File: src/rtl/wb_trace_capture.sv
// Write-back trace capture: records register-file writes into a show-ahead FIFO
// with overflow accounting. Define WB_TRACE_TIMESTAMP_EN to add per-entry cycle stamps.
//
//  state | meaning
//  ------+---------------------------------------------------------------
//  IDLE  | not capturing, FIFO empty or being consumed
//  RUN   | eligible write-back events are pushed into the FIFO
//  DRAIN | capture stopped, waiting for the consumer to empty the FIFO
module wb_trace_capture #(
  parameter int DEPTH = 16,
  parameter int PC_W  = 16
) (
  input  logic                      clk,
  input  logic                      rst_n,
  input  logic                      capture_en,
  input  logic                      clear,
  input  logic                      wr_en,
  input  logic [2:0]                wr_dest,
  input  logic [15:0]               wr_data,
  input  logic [PC_W-1:0]           pc,
  output logic                      trc_valid,
  input  logic                      trc_ready,
  output logic [2:0]                trc_dest,
  output logic [15:0]               trc_data,
  output logic [PC_W-1:0]           trc_pc,
`ifdef WB_TRACE_TIMESTAMP_EN
  output logic [31:0]               trc_stamp,
`endif
  output logic                      overflow,
  output logic [15:0]               drop_count,
  output logic [$clog2(DEPTH):0]    level
);

  localparam int AW    = $clog2(DEPTH);
  localparam int ENT_W = 3 + 16 + PC_W;

  typedef enum logic [1:0] {
    S_IDLE  = 2'd0,
    S_RUN   = 2'd1,
    S_DRAIN = 2'd2
  } state_t;

  state_t            r_state;
  state_t            w_state_nxt;
  logic              w_run;

  logic [ENT_W-1:0]  r_mem [DEPTH];
  logic [AW:0]       r_wr_ptr;
  logic [AW:0]       r_rd_ptr;
  logic [AW:0]       w_rd_ptr_inc;
  logic [ENT_W-1:0]  w_head;
  logic              w_empty;
  logic              w_full;
  logic              w_elig;
  logic              w_pop;
  logic              w_push;
  logic              w_drop;
  logic              w_empty_after_pop;
  logic              r_overflow;
  logic [15:0]       r_drop_count;

  assign w_empty      = (r_wr_ptr == r_rd_ptr);
  assign w_full       = (r_wr_ptr[AW] != r_rd_ptr[AW]) &&
                        (r_wr_ptr[AW-1:0] == r_rd_ptr[AW-1:0]);
  assign w_rd_ptr_inc = r_rd_ptr + 1'b1;
  assign w_elig       = w_run && wr_en && (wr_dest != 3'd0);
  assign w_pop        = !w_empty && trc_ready;
  // A full FIFO still accepts a push when the head leaves at the same edge.
  assign w_push       = w_elig && (!w_full || w_pop);
  assign w_drop       = w_elig && w_full && !w_pop;
  assign w_empty_after_pop = w_empty || (w_pop && (w_rd_ptr_inc == r_wr_ptr));

  // State register
  always_ff @(posedge clk or negedge rst_n) begin
    if (!rst_n) r_state <= S_IDLE;
    else        r_state <= w_state_nxt;
  end

  // Next-state logic
  always_comb begin
    w_state_nxt = r_state;
    case (r_state)
      S_IDLE:  if (capture_en) w_state_nxt = S_RUN;
      S_RUN:   if (!capture_en) w_state_nxt = S_DRAIN;
      S_DRAIN: begin
        if (capture_en)             w_state_nxt = S_RUN;
        else if (w_empty_after_pop) w_state_nxt = S_IDLE;
      end
      default: w_state_nxt = S_IDLE;
    endcase
    if (clear) w_state_nxt = S_IDLE;
  end

  // State-decoded outputs
  always_comb begin
    w_run = 1'b0;
    if (r_state == S_RUN) w_run = 1'b1;
  end

  always_ff @(posedge clk or negedge rst_n) begin
    if (!rst_n) begin
      r_wr_ptr     <= '0;
      r_rd_ptr     <= '0;
      r_overflow   <= 1'b0;
      r_drop_count <= '0;
    end else if (clear) begin
      r_wr_ptr     <= '0;
      r_rd_ptr     <= '0;
      r_overflow   <= 1'b0;
      r_drop_count <= '0;
    end else begin
      if (w_push) r_wr_ptr <= r_wr_ptr + 1'b1;
      if (w_pop)  r_rd_ptr <= w_rd_ptr_inc;
      if (w_drop) begin
        r_overflow <= 1'b1;
        if (r_drop_count != 16'hFFFF) r_drop_count <= r_drop_count + 16'd1;
      end
    end
  end

  always_ff @(posedge clk) begin
    if (w_push && !clear) r_mem[r_wr_ptr[AW-1:0]] <= {wr_dest, wr_data, pc};
  end

  assign w_head     = r_mem[r_rd_ptr[AW-1:0]];
  assign trc_valid  = !w_empty;
  assign trc_dest   = w_empty ? 3'd0        : w_head[ENT_W-1 -: 3];
  assign trc_data   = w_empty ? 16'd0       : w_head[PC_W +: 16];
  assign trc_pc     = w_empty ? {PC_W{1'b0}} : w_head[PC_W-1:0];
  assign overflow   = r_overflow;
  assign drop_count = r_drop_count;
  assign level      = r_wr_ptr - r_rd_ptr;

`ifdef WB_TRACE_TIMESTAMP_EN
  logic [31:0] r_stamp_cnt;
  logic [31:0] r_stamp_mem [DEPTH];

  // Free-running; only reset restarts it, so stamps stay comparable across clears.
  always_ff @(posedge clk or negedge rst_n) begin
    if (!rst_n) r_stamp_cnt <= '0;
    else        r_stamp_cnt <= r_stamp_cnt + 32'd1;
  end

  always_ff @(posedge clk) begin
    if (w_push && !clear) r_stamp_mem[r_wr_ptr[AW-1:0]] <= r_stamp_cnt;
  end

  assign trc_stamp = w_empty ? 32'd0 : r_stamp_mem[r_rd_ptr[AW-1:0]];
`endif

endmodule
File: config.mk
export PLATFORM = sky130hd
export DESIGN_NAME = wb_trace_capture
export DESIGN_NICKNAME = d
export VERILOG_FILES = /design/src/rtl/wb_trace_capture.sv
export SDC_FILE = /design/constraint.sdc
export NUM_CORES = 1
export LEC_CHECK = 0
export BUFFER_PORTS_ARGS = -buffer_cell sky130_fd_sc_hd__buf_2
export CORE_MARGIN = 2
export CORE_UTILIZATION = 55
export CTS_CLUSTER_SIZE = 30
export DETAILED_ROUTE_END_ITERATION = 6
export GPL_TIMING_DRIVEN = 0
export HOLD_SLACK_MARGIN = 0.05
export MAX_ROUTING_LAYER = met4
export PLACE_DENSITY = 0.77
export SLEW_MARGIN = 10
export SYNTH_ARGS = -nofsm -noshare
export SYNTH_HDL_FRONTEND = slang
export SYNTH_SLANG_ARGS = --single-unit
File: constraint.sdc
create_clock -name clk -period 7.75 [get_ports clk]
set_input_delay 0.3875 -clock clk [delete_from_list [all_inputs] [get_ports clk]]
set_output_delay 0.3875 -clock clk [all_outputs]
set_load 0.02 [all_outputs]
* Word-level counts from Yosys, hierarchy flattened
Memory sizes are Yosys's and may differ from the RTL's.
Index checks and enable logic that the tools add are counted.
** Word-level totals
- Flip-flop bits (word level) :: 29
- Output and inout port bits :: 58
- Memory bits (writable) :: 560
- Memories kept :: 1
** Operators by class
- Reductions and logical operators :: 23
- Muxes and demuxes :: 21
- Add/sub/neg operators :: 4
- Equal/unequal tests :: 10
** Memories
- r_mem :: words 16, width 35, read ports 1, clocked after memory_dff 0, wr ports 1, line 47 : logic [ENT_W-1:0] r_mem [DEPTH];
** Operators with widths (count)
- $mux 16 :: 5
- $mux 5 :: 4
- $add 16x1->16 const B :: 1
- $ne 16x16->1 const B :: 1
- $add 5x1->5 const B :: 2
- $eq 5x5->1 :: 2
- $mux 2 :: 5
- $logic_and 1x1->1 :: 9
- $reduce_bool 2->1 :: 4
- $ne 3x3->1 const B :: 2
- $pmux 2 s3 :: 1
- $mux 1 :: 5
- $sub 5x5->5 :: 1
- $eq 4x4->1 :: 1
- $logic_not 1->1 :: 4
- $ne 4x4->1 const B :: 1
- $mux 3 :: 1
- $reduce_and 3->1 :: 1
- $reduce_bool 3->1 :: 1
- $eq 2x1->1 const B :: 1
- $eq 2x2->1 const B :: 1
- $logic_not 2->1 :: 1
- $logic_or 1x1->1 :: 2
- $reduce_and 2->1 :: 1
- $ne 1x1->1 :: 1

* Depth between registers and ports, before layout
Gate-level depths: netlist (run 1).
- Depth in word-level cells :: 9
- Mapped depth :: 11
- Mapped depth without buffers :: 7

* Worst setup path after synthesis (run 1)
Ideal clock, no wire load.
- Kind :: register to register
- Start :: register r_rd_ptr[1]
- End :: memory r_mem[1][0] (netlist bit), enable pin
- Path slack :: 1.412 ns
- Period minus slack after synthesis :: 6.338 ns
- Path buffers :: 4
- Arrival time :: 5.822 ns
- Cell stages (with the launch flop) :: 12
- Required time :: 7.234 ns
- Path through :: dfrtp_1 clkbuf_1 clkbuf_1 clkbuf_1 inv_1 ha_1 nand4_1 or3_2 buf_2 nand2_1 nor2_1 nor4bb_1
** Between the ends
- Cells in the longest elaborated chain, start to end :: 8
** Ends and longest elaborated chain
- start: declaration :: line 49 : logic [AW:0] r_rd_ptr;
- start signal: assignment :: line 113 : if (w_pop) r_rd_ptr <= w_rd_ptr_inc;
- $eq 5x5->1 / $eq 4x4->1 (equally long branches) :: line 62, 64
- $logic_not 1->1 / $logic_and 1x1->1 (equally long branches) :: line 67, 63
- $logic_and 1x1->1 / $logic_not 1->1 (equally long branches) :: line 67, 69
- $logic_or 1x1->1 * :: line 69 : assign w_push = w_elig && (!w_full || w_pop);
- $logic_and 1x1->1 * :: line 69
- $logic_and 1x1->1 * :: line 122 : if (w_push && !clear) r_mem[r_wr_ptr[AW-1:0]] <= {wr_dest, wr_data, pc};
- $mux 1 * :: line 122
- $mux 1 (implied by the code) * :: line 122
- end: declaration :: line 47
Every way passes the cells marked *; elsewhere a longest branch is shown, timed or not.

* Final worst setup path (run 1)
- Start :: register r_rd_ptr[1]
- End :: output trc_pc[1]
** Between the ends
- Cells in the longest elaborated chain, start to end :: 2
** Ends and longest elaborated chain
- $mem_v2 16x35 / $eq 5x5->1 (equally long branches)
- $mux 16 * :: line 129 : assign trc_pc = w_empty ? {PC_W{1'b0}} : w_head[PC_W-1:0];
- end: declaration :: line 25 : output logic [PC_W-1:0] trc_pc,
Marks and branches as above.

==> impl_metrics.json, run 1 <==
{
  "status": "completed",
  "slowest_delay_ps": 690,
  "cts_buffers": 56,
  "finalClockSkew_ps": 9.94,
  "ys_warn_count": 0,
  "io_buffers": 98,
  "yosysMostFrequentCell": "edfxtp_1",
  "fillers": 2773,
  "hold_buffers": 2,
  "min_period_ps": 6070,
  "min_path_cells": 1,
  "tightest_slew_ps": 1260,
  "cts_max_path_buffers": 3,
  "critPathCapture": "trc_pc[1]",
  "grtUsageTotal": 0.240,
  "slew_headroom": 0.160,
  "dieArea_um2": 43600,
  "grt_pass1_vias": 11900,
  "area_delta_synth_final_pct": 14.9,
  "syn_avg_cell_area_um2": 21.4,
  "dp.cells": 1739,
  "cts_root_buffer": "clkbuf_16",
  "arrival_ps": 5690,
  "critPathKind": "reg2out",
  "rows": 75,
  "vias": 11500,
  "synth_area_leader_cell": "edfxtp_1",
  "via_per_inst": 6.25,
  "synth_nets": 1130,
  "setup_slack_ps": 1680,
  "start_util": 0.554,
  "grt_max_degree": 36,
  "synth_flop_cell": "edfxtp_1",
  "clkTransAtPathRegs_ps": 60,
  "max_freq_mhz": 165,
  "start_kind": "flop",
  "async_flop_share": 0.0492,
  "ys_top_cells_by_count": "560 x edfxtp_1, 140 x mux4_2, 71 x mux2i_1",
  "post_cts_buffers": 0,
  "reg2reg_slack_ps": 2380,
  "core_um2": 41700,
  "fin_crit_sh": 0.784,
  "drive_gt1_frac": 0.301,
  "cts.htree.levels": 2,
  "postLayoutCoreUtil": 0.636,
  "synth.area.top_cells": "edfxtp_1 73%, mux4_2 14%, dfrtp_1 3.1%, mux2i_1 3.1%, o22ai_1 0.95%",
  "r2r_end": "r_mem[5][27]",
  "cts_resized": 0,
  "grt_pass1_wl_um": 74000,
  "dr.pass1.iters": 6,
  "worstSkewPairLatency_ps": 600,
  "place.gp.congestion": 0.819,
  "final_nets": 1312,
  "overflow": 0,
  "peakVddDrop_v": 0.000165,
  "die_w_um": 209,
  "synth_edf_count": 560,
  "synth-seq-cells": 589,
  "final_cells": 1846,
  "die_h_um": 209,
  "yosysTopAreaCellShare": 0.728,
  "power.density_nw_per_um2": 250,
  "crit_buf_inv": 7,
  "ff2ff_path_depth": 11,
  "yosysSeqAreaShare": 0.760,
  "drt_iter0_markers": 1141,
  "antenna_found_initial": 2,
  "crit_family": "buffers and inverters",
  "slowest_stage": "clkbuf_1",
  "dp_hpwl_um": 30400,
  "rsz0062_at_grt": "false",
  "cp-end-kind": "output port",
  "place_ws_ps": 2320,
  "syn_inst": 1078,
  "wl_per_cell_um": 26.9,
  "wirelength_um": 49700,
  "route.detailed.drc": 0,
  "crit_path_cell_trace": "clkbuf_1 -> clkbuf_1 -> clkbuf_1 -> inv_1 -> ha_1 -> nand4_1 -> or2_2 -> clkbuf_1 -> nand2_1 -> clkbuf_1 -> o22ai_1 -> buf_2",
  "cts_tree": "yes",
  "hold_viol_final": 0,
  "drv_slew": 0,
  "startpoint": "r_rd_ptr[1]",
  "yosysUniqueCellTypes": 49,
  "postRouteAntennaNets": 0,
  "path_max_fanout": 10,
  "power_leakage_nw": 9.07,
  "cts_sinks": 589,
  "cpMostUsedCell": "clkbuf_1",
  "min_path_type": "in2reg",
  "required_ps": 7360,
  "io_pins": 99,
  "cp.depth": 12,
  "setup_violations": 0,
  "maxCapViolCount": 0,
  "r2r-start": "r_rd_ptr[1]",
  "syn_area_um2": 23100
}
## cell type report
type,count,area [µm²],area share
plain buffers,54,228,0.00859
diodes,2,5.00,0.000189
flip-flops and latches,589,17500,0.662
inverters,12,45.0,0.00170
clock inverters,39,339,0.0128
clock buffers,64,1470,0.0555
repair buffers,124,901,0.0340
well taps,539,674,0.0254
multi-input cells,423,5310,0.200
## cell families after synthesis
| logic type | after synthesis | synth area share |
|---|---|---|
| xor gates and xnor gates | 20 | 0.00759 |
| and+or+nand+nor | 110 | 0.0263 |
| muxes | 217 | 0.171 |
| adders and majority gates | 11 | 0.00629 |
| DFF | 589 | 0.760 |
| buffers and inverters | 66 | 0.0118 |
| AOI/OAI and AO/OA | 65 | 0.0175 |
## per-layer routing
metal / GRT usage / up-vias / wire [µm]
li1: - / 4868 / -
met1: 0.312 / 6004 / 19200
met2: 0.383 / 551 / 24900
met3: 0.0416 / 119 / 3850
met4: 0.0966 / 0 / 1620
met5: - / - / 0
## report_power, final
part	internal (mW)	switching (mW)
logic	0.177	0.252
registers	3.49	0.00298
clock network	1.56	1.14
## cells in the final DEF (no fill, tap or decap), types with 9 or more instances in the layout
cell       instances
edfxtp_1         560
mux4_2           140
buf_2            115
mux2i_1           71
clkbuf_16         57
clkbuf_1          38
o22ai_1           35
dfrtp_1           29
nor2_1            28
nand3_1           15
clkinv_2          15
clkinv_1          14
a21oi_1           12
inv_1             11
xnor2_1           11
nand2_1           11
ha_1              10
xor2_1             9
nor2b_1            9
and3_2             9
## stage by stage
| step | total power [mW] | hold WS [ps] | TNS [ps] | area (µm²) |
|---|---|---|---|---|
| finish | 6.62 | 163 | 0 | 26500 |
| global route | 6.80 | 154 | 0 | 26500 |
| CTS | 6.66 | 133 | 0 | 26500 |
| detailed placement | 3.99 | 475 | 0 | 24700 |
| global placement | 3.98 | 452 | -174680 | 24300 |
| floorplan | 3.83 | 91.9 | 0 | 23100 |
## how the worst min path moves through the flow
stage                      startpoint       endpoint  slack [ps]
after floorplan                 rst_n  drop_count[0]          90
after global placement          rst_n  drop_count[0]         450
after detailed placement        rst_n  drop_count[9]         480
after CTS                       pc[7]   r_mem[15][7]         130
after global routing      wr_data[15]   r_mem[4][31]         150
final                           pc[7]    r_mem[5][7]         160
## flip-flops by register name, summed over array words and instances (netlist names)
signal,cells
r_state,2
overflow,1
drop_count,16
r_wr_ptr,5
r_mem,560
r_rd_ptr,5
(Power assumes the default switching activity.)
==> run 2, diff against run 1 <==
--- a/config.mk
+++ b/config.mk
@@ -13,7 +13,7 @@
 export GPL_TIMING_DRIVEN = 0
 export HOLD_SLACK_MARGIN = 0.05
 export MAX_ROUTING_LAYER = met4
-export PLACE_DENSITY = 0.77
+export PLACE_DENSITY = 0.8
 export SLEW_MARGIN = 10
 export SYNTH_ARGS = -nofsm -noshare
 export SYNTH_HDL_FRONTEND = slang
==> constraint.sdc (replaced) <==
create_clock -name clk -period 5.3 [get_ports clk]
set_input_delay 0.265 -clock clk [delete_from_list [all_inputs] [get_ports clk]]
set_output_delay 0.265 -clock clk [all_outputs]
set_load 0.02 [all_outputs]
==> run 2 against run 1 <==
Via count is 1.9% higher. First-iteration DRC count is 15% higher. Design area is 0.47% higher. Die area stayed put. Global-route usage is 1.0 points higher. Clock skew is 4.8 ps higher. Cell count is 0.76% higher. Wire length is 4.2% higher. Sequential cell count stayed put. Critical path type unchanged.
==> impl_metrics.json, run 2 (synthesis results as in run 1) <==
{
  "clkPwrFrac": 0.408,
  "cts.htree.levels": 2,
  "die_w_um": 209,
  "cp-end-kind": "output port",
  "r2r-start": "r_rd_ptr[3]",
  "dieArea_um2": 43600,
  "maxCapViolCount": 0,
  "final_cell_mix": "560 x edfxtp_1, 140 x mux4_2, 115 x buf_2",
  "netSwitchingFraction": 0.211,
  "power.switching_mw": 2.04,
  "post_cts_buffers": 0,
  "rows": 75,
  "grt_max_degree": 36,
  "fin_crit_sh": 0.903,
  "cts_tree": "yes",
  "seqPwrFrac": 0.526,
  "core_um2": 41700,
  "required_ps": 5040,
  "grtUsageTotal": 0.250,
  "wirelength_um": 51800,
  "largest_register_ffs": 560,
  "mostFrequentLayoutCell": "edfxtp_1",
  "cts_root_buffer": "clkbuf_16",
  "setup_violations": 0,
  "max_freq_mhz": 209,
  "io_buffers": 98,
  "postLayoutCoreUtil": 0.639,
  "crit_path_cell_trace": "clkbuf_2 -> clkbuf_2 -> inv_1 -> ha_1 -> nand4_1 -> or2_2 -> clkbuf_1 -> nand2_1 -> clkbuf_1 -> o22ai_1 -> buf_2",
  "cts_buffers": 55,
  "slowest_delay_ps": 580,
  "path_max_fanout": 19,
  "rsz0062_at_grt": "false",
  "status": "completed",
  "start_kind": "flop",
  "drt_iter0_markers": 1309,
  "start_util": 0.554,
  "crit_family": "buffers and inverters",
  "via_per_inst": 6.32,
  "dp.cells": 1740,
  "cp.depth": 11,
  "ff2ff_path_depth": 13,
  "wl_per_cell_um": 27.8,
  "comb_power_share": 0.066,
  "startpoint": "r_rd_ptr[1]",
  "drv_slew": 0,
  "route.detailed.drc": 0,
  "hp-start": "pc[12]",
  "drive_gt1_frac": 0.302,
  "dp_hpwl_um": 31400,
  "vias": 11800,
  "die_h_um": 209,
  "finalClockSkew_ps": 14.7,
  "hold_viol_final": 0,
  "grt_pass1_wl_um": 77400,
  "min_period_ps": 4790,
  "overflow": 0,
  "critPathKind": "reg2out",
  "whs_ps": 60.8,
  "antenna_found_initial": 3,
  "final_cells": 1860,
  "worstSkewPairLatency_ps": 590,
  "tightest_slew_ps": 1050,
  "crit_buf_inv": 6,
  "power.density_nw_per_um2": 364,
  "cts_max_path_buffers": 3,
  "postRouteAntennaNets": 0,
  "slowest_stage": "clkbuf_2",
  "peakVddDrop_v": 0.000264,
  "total_power_mw": 9.70,
  "power_leakage_nw": 9.13,
  "cts_sinks": 589,
  "dr.pass1.iters": 5,
  "grt_pass1_vias": 12200,
  "p_int_mw": 7.66,
  "arrival_ps": 4520,
  "area_delta_synth_final_pct": 15.4,
  "min_path_cells": 1,
  "slew_headroom": 0.303,
  "min_path_type": "in2reg",
  "clkTransAtPathRegs_ps": 60,
  "io_pins": 99,
  "final_nets": 1324,
  "place.gp.congestion": 0.852
}
-- run 2: cell type report --
class | instances | area (µm²)
Sequential cell | 589 | 17500
Fill cell | 2746 | 15000
Multi-Input combinational cell | 423 | 5320
Clock buffer | 69 | 1500
Timing Repair Buffer | 138 | 1000
Tap cell | 539 | 674
Clock inverter | 34 | 320
Buffer | 53 | 233
Inverter | 12 | 45.0
Antenna cell | 3 | 7.51
-- run 2: final timing paths --
check	endpoint	slack (ps)
max reg2reg	r_mem[1][28]	870
min in group asynchronous	drop_count[0]	280
max in group asynchronous	drop_count[11]	4580
min reg2reg	overflow	500
min	r_mem[15][12]	60
max	trc_pc[10]	510
-- run 2: per-layer routing --
metal	track usage	part of all wire	up-vias
li1	-	-	4889
met1	0.327	0.38	6161
met2	0.404	0.51	612
met3	0.0494	0.086	95
met4	0.0756	0.028	0
met5	-	0	-
-- run 2: power groups by stage --
stage / Clock [mW] / Combinational [mW] / Sequential, mW
2_1_floorplan: 0 / 0.403 / 5.20
3_3_place_gp: 0 / 0.613 / 5.20
3_5_place_dp: 0 / 0.632 / 5.20
4_1_cts: 3.99 / 0.653 / 5.10
5_1_grt: 4.16 / 0.690 / 5.10
6_report: 3.96 / 0.643 / 5.10
-- run 2: stage by stage --
stage	cell area [µm²]	setup TNS, ps	setup slack, ps
final	26600	0	512
after global routing	26600	0	350
after CTS	26600	0	182
after detailed placement	24700	0	138
after global placement	24300	-468300	-3460
after floorplan	23100	0	161
-- run 2: what timing repair did --
item | 4_1_cts | 5_1_grt
hold buffers | 15 | 0
setup endpoints to repair | 31 | 3
endpoints found under the hold margin | 204 | 0
gates resized for setup | 7 | 0
